<file path="src/rtl/digit_display_pkg.sv">
// Shared constants for the 8-digit score/time display: segment patterns,
// digit-word field positions, slot-to-field map and converter state encoding.
package digit_display_pkg;

  localparam int unsigned NUM_SLOTS = 8;

  localparam logic [6:0] SEG_BLANK = 7'h7F;
  localparam logic [6:0] SEG_DASH  = 7'b0111111;

  localparam int unsigned THOUS_LSB  = 24;
  localparam int unsigned HUND_LSB   = 20;
  localparam int unsigned TENS_LSB   = 16;
  localparam int unsigned ONES_LSB   = 12;
  localparam int unsigned TENTHS_LSB = 8;
  localparam int unsigned POINTS_LSB = 0;

  typedef enum logic [2:0] {
    FLD_PTS_ONES,
    FLD_PTS_TENS,
    FLD_PTS_HUND,
    FLD_TENTHS,
    FLD_ONES,
    FLD_TENS,
    FLD_HUND,
    FLD_THOUS
  } field_e;

  typedef enum logic [1:0] {
    CONV_IDLE,
    CONV_SHIFT,
    CONV_LATCH
  } conv_state_e;

  function automatic field_e slot_field(input logic [2:0] slot);
    field_e f;
    unique case (slot)
      3'd0:    f = FLD_PTS_ONES;
      3'd1:    f = FLD_PTS_TENS;
      3'd2:    f = FLD_PTS_HUND;
      3'd3:    f = FLD_TENTHS;
      3'd4:    f = FLD_ONES;
      3'd5:    f = FLD_TENS;
      3'd6:    f = FLD_HUND;
      default: f = FLD_THOUS;
    endcase
    return f;
  endfunction

  // Active-low {g,f,e,d,c,b,a}; non-BCD codes show a dash.
  function automatic logic [6:0] seg_decode(input logic [3:0] bcd);
    logic [6:0] s;
    unique case (bcd)
      4'd0:    s = 7'b1000000;
      4'd1:    s = 7'b1111001;
      4'd2:    s = 7'b0100100;
      4'd3:    s = 7'b0110000;
      4'd4:    s = 7'b0011001;
      4'd5:    s = 7'b0010010;
      4'd6:    s = 7'b0000010;
      4'd7:    s = 7'b1111000;
      4'd8:    s = 7'b0000000;
      4'd9:    s = 7'b0010000;
      default: s = SEG_DASH;
    endcase
    return s;
  endfunction

endpackage

</file>
<file path="src/rtl/digit_display_bin2bcd8.sv">
// Sequential 8-bit binary to 3-digit BCD converter (shift-add-3, 8 shifts,
// result presented on the 9th cycle with done high; start always restarts).
module bin2bcd8
  import digit_display_pkg::*;
(
  input  logic        clk,
  input  logic        reset,
  input  logic        start,
  input  logic [7:0]  bin,
  output logic        busy,
  output logic        done,
  output logic [11:0] bcd
);

  conv_state_e state_q;
  logic [19:0] sr_q;
  logic [2:0]  cnt_q;
  logic        busy_q;

  function automatic logic [19:0] shift_add3(input logic [19:0] s);
    logic [19:0] t;
    t = s;
    for (int unsigned i = 0; i < 3; i++) begin
      if (t[8 + 4*i +: 4] >= 4'd5) t[8 + 4*i +: 4] = t[8 + 4*i +: 4] + 4'd3;
    end
    return {t[18:0], 1'b0};
  endfunction

  always_ff @(posedge clk) begin
    if (!reset) begin
      state_q <= CONV_IDLE;
      sr_q    <= '0;
      cnt_q   <= '0;
      busy_q  <= 1'b0;
    end else if (start) begin
      state_q <= CONV_SHIFT;
      sr_q    <= {12'd0, bin};
      cnt_q   <= '0;
      busy_q  <= 1'b1;
    end else begin
      unique case (state_q)
        CONV_SHIFT: begin
          sr_q  <= shift_add3(sr_q);
          cnt_q <= cnt_q + 3'd1;
          if (cnt_q == 3'd7) state_q <= CONV_LATCH;
        end
        CONV_LATCH: begin
          state_q <= CONV_IDLE;
          busy_q  <= 1'b0;
        end
        default: ;
      endcase
    end
  end

  assign busy = busy_q;
  assign done = (state_q == CONV_LATCH);
  assign bcd  = sr_q[19:8];

endmodule

</file>
<file path="src/rtl/digit_display.sv">
// Multiplexed 8-digit seven-segment driver: time digits plus binary points
// converted to BCD, with frame-synchronous snapshot and leading-zero blanking.
module digit_display
  import digit_display_pkg::*;
#(
  parameter int unsigned SCAN_DIV      = 65000,
  parameter int          BLANK_LEADING = 1
) (
  input  logic        clk,
  input  logic        reset,
  input  logic [27:0] digit,
  input  logic        freeze,
  output logic [7:0]  an,
  output logic [6:0]  seg,
  output logic        dp,
  output logic        busy
);

  localparam int unsigned PW = $clog2(SCAN_DIV);
  localparam logic [PW-1:0] PRESC_LAST = PW'(SCAN_DIV - 1);

  logic [PW-1:0] presc_q, presc_d;
  logic [2:0]    idx_q, idx_d;
  logic [27:8]   shadow_q;
  logic [11:0]   pts_q;
  logic [7:0]    an_q, an_d;
  logic [6:0]    seg_q, seg_d;
  logic          dp_q, dp_d;

  logic        tick, wrap, snap;
  logic        conv_done;
  logic [11:0] conv_bcd;

  assign tick = (presc_q == PRESC_LAST);
  assign wrap = tick && (idx_q == 3'(NUM_SLOTS - 1));
  assign snap = wrap && !freeze;

  bin2bcd8 u_conv (
    .clk   (clk),
    .reset (reset),
    .start (snap),
    .bin   (digit[POINTS_LSB +: 8]),
    .busy  (busy),
    .done  (conv_done),
    .bcd   (conv_bcd)
  );

  field_e     fld;
  logic [3:0] nib;
  logic       blank;
  logic [3:0] th, hu, te, on, tt, ph, pt, po;

  always_comb begin
    presc_d = tick ? '0 : presc_q + 1'b1;
    idx_d   = tick ? idx_q + 3'd1 : idx_q;

    th = shadow_q[THOUS_LSB  +: 4];
    hu = shadow_q[HUND_LSB   +: 4];
    te = shadow_q[TENS_LSB   +: 4];
    on = shadow_q[ONES_LSB   +: 4];
    tt = shadow_q[TENTHS_LSB +: 4];
    po = pts_q[3:0];
    pt = pts_q[7:4];
    ph = pts_q[11:8];

    fld   = slot_field(idx_q);
    nib   = '0;
    blank = 1'b0;
    unique case (fld)
      FLD_PTS_ONES: nib = po;
      FLD_PTS_TENS: begin nib = pt; blank = (ph == 4'd0) && (pt == 4'd0); end
      FLD_PTS_HUND: begin nib = ph; blank = (ph == 4'd0); end
      FLD_TENTHS:   nib = tt;
      FLD_ONES:     nib = on;
      FLD_TENS:     begin nib = te; blank = (th == 4'd0) && (hu == 4'd0) && (te == 4'd0); end
      FLD_HUND:     begin nib = hu; blank = (th == 4'd0) && (hu == 4'd0); end
      default:      begin nib = th; blank = (th == 4'd0); end
    endcase

    seg_d = ((BLANK_LEADING != 0) && blank) ? SEG_BLANK : seg_decode(nib);
    an_d  = '1;
    an_d[idx_q] = 1'b0;
    dp_d  = (fld != FLD_ONES);
  end

  always_ff @(posedge clk) begin
    if (!reset) begin
      presc_q  <= '0;
      idx_q    <= '0;
      shadow_q <= '0;
      pts_q    <= '0;
      an_q     <= '1;
      seg_q    <= SEG_BLANK;
      dp_q     <= 1'b1;
    end else begin
      presc_q <= presc_d;
      idx_q   <= idx_d;
      if (snap)      shadow_q <= digit[27:8];
      if (conv_done) pts_q    <= conv_bcd;
      an_q  <= an_d;
      seg_q <= seg_d;
      dp_q  <= dp_d;
    end
  end

  assign an  = an_q;
  assign seg = seg_q;
  assign dp  = dp_q;

endmodule
</file>
<file path="config.mk">
export PLATFORM = sky130hd
export DESIGN_NAME = digit_display
export DESIGN_NICKNAME = d
export VERILOG_FILES = /design/src/rtl/digit_display_pkg.sv /design/src/rtl/digit_display_bin2bcd8.sv /design/src/rtl/digit_display.sv
export SDC_FILE = /design/constraint.sdc
export NUM_CORES = 1
export LEC_CHECK = 0
export BUFFER_PORTS_ARGS = -buffer_cell sky130_fd_sc_hd__clkbuf_2
export CORE_ASPECT_RATIO = 1.25
export CORE_MARGIN = 2
export CORE_UTILIZATION = 56
export CTS_CLUSTER_SIZE = 12
export DETAILED_ROUTE_END_ITERATION = 10
export PLACE_DENSITY = 0.74
export SLEW_MARGIN = 25
export SYNTH_ARGS = -nofsm -noshare
export SYNTH_HDL_FRONTEND = slang
export SYNTH_HIERARCHICAL = 1
export SYNTH_SLANG_ARGS = --single-unit
</file>
<file path="constraint.sdc">
create_clock -name clk -period 3.2 [get_ports clk]
set_input_delay 0 -clock clk [delete_from_list [all_inputs] [get_ports clk]]
set_output_delay 0 -clock clk [all_outputs]
set_load 0.01 [all_outputs]
</file>
Word-level counts from Yosys, hierarchy flattened
Memories as Yosys holds them, arrays and structs flattened. A register that Yosys moved wholly into a read port is not among the register bits.
Cells that the tools add are included.
W data, S select, Z words.
Storage, ports and cells
  flip-flop bits (word level): 86
  ROM bits: 112
  input bits: 31
  output and inout port bits: 17
  word-level logic and storage cells: 85
  memories: 1
Memories
  (name not given): depth 16, width 7, read ports 1, clocked after Yosys merged registers in 1, wr ports 0, RTL line digit_display_pkg.sv:52  | unique case (bcd)
Operators by class
  $add $sub $neg: 6
  order comparisons: 5
  equal/unequal tests: 20
  muxes and demuxes: 15
  bitwise logic cells: 2
  reductions and logical operators: 24
Operator list (count)
  $pmux W4 S7: 1
  $eq A3 B3 Y1 const B: 8
  $pmux W3 S7: 1
  $logic_not A4 Y1: 5
  $add A16 B1 Y16 const B: 1
  $eq A16 B16 Y1 const B: 1
  $mux W8: 2
  $eq A3 B2 Y1 const B: 4
  $ge A4 B3 Y1 const B: 3
  $add A4 B2 Y4 const B: 2
  $mux W4: 2
  $not A8 Y8: 1
  $add A3 B1 Y3 const B: 2
  $eq A3 B1 Y1 const B: 2
  $logic_and A1 B1 Y1: 6
  $logic_not A3 Y1: 2
  $reduce_bool A2 Y1: 3
  $reduce_or A2 Y1: 3
  $pmux W1 S5: 1
  $lt A3 B4 Y1 const B: 1
  $mux W1: 4
  $pmux W2 S2: 1
  $reduce_and A2 Y1: 2
  $add A3 B2 Y3 const B: 1
  other kinds (13): 13

Depth between registers and ports, before layout
  word-level depth: 6
  gate-level depth with buffers: 14
  gate-level depth less buffers: 11

Hierarchy
The synthesis kept the hierarchy.
By module, submodules not included
  digit_display: times used 1, cells an instance 322, area an instance 3103.0 um2, seq. area each 1341.3 um2
  bin2bcd8: times used 1, cells an instance 163, area an instance 1473.9 um2, seq. area each 520.5 um2

Least setup slack after synthesis
No wires, ideal clock.
  path kind: reg2reg
  start point: register idx_q[0]
  end point: register seg_q[3] (netlist: seg[3])
  setup time: 0.079 ns
  arrival: 2.602 ns
  data required time: 3.121 ns
  setup slack: 0.519 ns
  stages on the path, launching flop included: 12
  buffers on the path: 2
  clock period less this slack: 2.681 ns
  cells stage by stage: dfxtp_1 > clkbuf_1 > inv_1 > ha_1 > or4_1 > nand3_1 > a21oi_1 > o22a_1 > buf_2 > ha_1 > mux2_2 > a22oi_1
On the way
  cells in the longest elaborated chain, start to end: 6
  elaborated cells between the ends (all ways): 19
  classes of those cells: 12 x eq/ne; 3 x mux; 4 x reduce/logical
RTL lines
  start, declared: RTL line digit_display.sv:23  | logic [2:0] idx_q, idx_d;
  start signal, assigned: RTL line digit_display.sv:97  | idx_q <= idx_d;
  $eq A3 B3 Y1, or another cell as far along: RTL line digit_display_pkg.sv:36  | unique case (slot)
  $pmux W3 S7 (*): RTL line digit_display_pkg.sv:36
  $eq A3 B3 Y1, or another cell as far along: RTL line digit_display.sv:69  | unique case (fld)
  $reduce_or A3 Y1 (no line)
  $pmux W1 S5: RTL line digit_display.sv:69
  $reduce_or A2 Y1 (no line)
  end, declared: RTL line digit_display.sv:27  | logic [6:0] seg_q, seg_d;
Every way passes the cells marked *; elsewhere a longest branch is shown, timed or not.
A chain may end at the register's enable or synchronous reset.

Worst setup path in the final report
Ends and elaborated chain as after synthesis.

==> metrics.txt <==
Cell Area, Synth=4577 um^2; simple logic cell fraction of the synthesized area=20.56%; worst setup margin=327.4 ps; DRT Pass-1 Iters=4; first-pass GRT wire length=16,370 um; CP arrival=3160 ps; crit-path max FO=12; async set-reset flop share out of synthesis=0%; setup TNS=0 ps; filler cell count=645; Adder-Cell Fraction of Synth Area=4.921%; Syn. warnings=6; antenna cells=0; Inserted Clock Buffers=9; most frequent cell on the critical path=ha_1; Cell Chain, Critical Path=inv_1 > ha_1 > or4_1 > nand3_1 > a21oi_1 > o22a_1 > ha_1 > mux2_2 > a22oi_1; via count=3,587; Reg clk slew, reported paths=100 ps; maxcap violations=0; synth unique cells=55; syn_area_per_cell=9.437 um^2; xor/xnor share of the synthesized area=3.062%; CP max-delay cell=or4_1; wire per inst=15.22 um; final worst path period need=2873 ps; Hold Path Class=primary input to flip-flop; most frequent cells in the layout=dfxtp_1, clkbuf_2, nor2b_1; maximum vdd drop=311.7 uV; ys flop type=dfxtp_1; # rows=36; share of cells above drive strength 1=16.36%; status=finished clean; CP bufs+invs=1; largest net degree at the start of global routing=47; Synth Area in Compound Gates=13.48%; Clock Skew=13.98 ps; All-Layer GR Usage=22.59%; Sink Count=93; synthesized flop and latch total=93; Rel. slew slack=51.66%; Post-synth EDFFs=0; die area=8917 um^2; area grow syn2layout=14.43%; pwr dens=405.4 nW/um^2; final setup vio count=0; mux contribution to synthesized area=9.978%; Worst Tran Pin Value=725.1 ps; Die Height=105.1 um; main combinational cell family by area after synthesis=simple AND/OR/NAND/NOR gates; worst skew pair latency=380 ps; Initial Utilization=58.06%; sequential area share after synthesis=40.68%; max-slew violations=0; final wirelength=9728 um; syn_nets=534; nets=588; initial antenna violation count=0; clk root buf=clkbuf_8; Hold Vio Cnt, Final=0; Leak Pwr=2.189 nW; HPWL after DPL=6745 um; H-tree levels=3; Final GP Congestion=0.8438; post-synthesis cell count=485; CP Launch Type=flip-flop; CP top delay family=simple AND/OR/NAND/NOR gates; Setup CP Type=flip-flop to flip-flop; Setup Slack @ Placement=256.5 ps; # DRC=0; final std cells w/o fill=639; Post-CTS Setup Repair Bufs=0; I/O pin count=48; most common cell after layout, fill and taps aside=dfxtp_1; Initial DRC Count=190; Clock Path Buffers=2; DR vias/cell=5.613; vias in the first global route=3,555; Port Buf Inserts=47; fmax=0.3481 GHz; Routed Antenna Nets=0; unrepaired setup endpoints after global routing=no; Die W=84.86 um; Tcrit/Tclk final=89.77%; Placeable Area=7883 um^2; worst endpoint required time=3490 ps; crit end category=flip-flop; CTS tree=yes; placed insts=595; CP max stage delay=650 ps; gr ovfl total=0; power consumption=2.123 mW
[stage by stage]
step	area, um^2	util [%]	hold slack [ps]
4_1_cts	5236	66.43	19.34
3_5_place_dp	4735	60.06	257.7
5_1_grt	5238	66.44	47.58
2_1_floorplan	4577	-	153.1
6_report	5238	66.44	28.90
3_3_place_gp	4735	60.06	247.5
[cell type report]
| type | instances | area, um^2 | share of cell area (%) |
|---|---|---|---|
| Inverter | 21 | 78.83 | 1.505 |
| Tap cell | 95 | 118.9 | 2.269 |
| Sequential cell | 93 | 1863 | 35.57 |
| Timing Repair Buffer | 83 | 575.6 | 10.99 |
| Clock buffer | 9 | 123.9 | 2.365 |
| Multi-Input combinational cell | 331 | 2380 | 45.44 |
| Clock inverter | 7 | 97.59 | 1.863 |
[sequential cells by signal, indices dropped and copies added, names as in the netlist]
signal	cells
u_conv/sr_q	20
idx_q	3
an	8
u_conv/cnt_q	3
presc_q	16
u_conv/state_q	2
pts_q	12
shadow_q	20
u_conv/busy	1
dp	1
seg	7
[path summary, 6_finish.rpt]
kind                    from               to  slack [ps]  depth (start not counted)
min reg2reg  u_conv/cnt_q[2]  u_conv/cnt_q[2]         470                          2
max                 idx_q[0]           seg[3]         330                          9
max reg2reg         idx_q[0]           seg[3]         330                          9
min                    reset   u_conv/sr_q[2]          30                          2
[synthesized netlist by cell type (all sizes together), types with 3 or more instances]
master	n	share of area, %
mux2	9	2.5
nor2	29	2.4
xnor2	8	1.5
mux2i	34	7.4
and2	6	0.82
nand2	24	2.0
ha	18	4.9
a22oi	5	0.82
and4	3	0.68
dfxtp	93	41
a21oi	16	1.7
xor2	8	1.5
nand4	6	1.1
o211ai	7	1.1
o21a	4	0.66
inv	21	1.7
o2111ai	7	1.3
o311ai	3	0.57
nand3	25	2.7
o21ai	17	1.9
nor4	6	0.82
o211a	7	1.5
o22a	3	0.57
o31ai	4	0.66
nor2b	43	5.9
buf	26	4.5
nand2b	12	1.8
clkbuf	14	1.1
[kinds of logic after synthesis]
logic type	after synthesis
adders and majority gates	18
xor gates and xnor gates	16
buffers and inverters	61
and+or+nand+nor	168
DFF	93
muxes	43
AOI/OAI and AO/OA	86
[repair_timing]
| action | CTS | global route |
|---|---|---|
| setup endpoints to repair | 0 | 1 |
| hold endpoints to repair | 28 | 0 |
| hold buffers | 28 | 0 |
| gates resized for setup | 0 | 1 |
[worst register-to-register path: stages, from the launching register on]
cell	delay (ps)
dfxtp_2	430
inv_1	110
ha_1	360
or4_1	650
nand3_1	130
a21oi_1	70
o22a_1	300
ha_1	340
mux2_2	270
a22oi_1	130
[metal layers]
layer / global-route usage [%] / vias up / part of all wire (%)
li1: - / 1808 / -
met1: 26.54 / 1697 / 42
met2: 39.65 / 63 / 53
met3: 3.002 / 19 / 2.9
met4: 11.45 / 0 / 2.4
met5: 0 / - / 0
[power breakdown]
part           switching, mW  internal (mW)
Combinational         0.0354         0.0530
Sequential           0.00359           1.16
Clock                  0.425          0.442
Power figures use the tool's default switching activity.
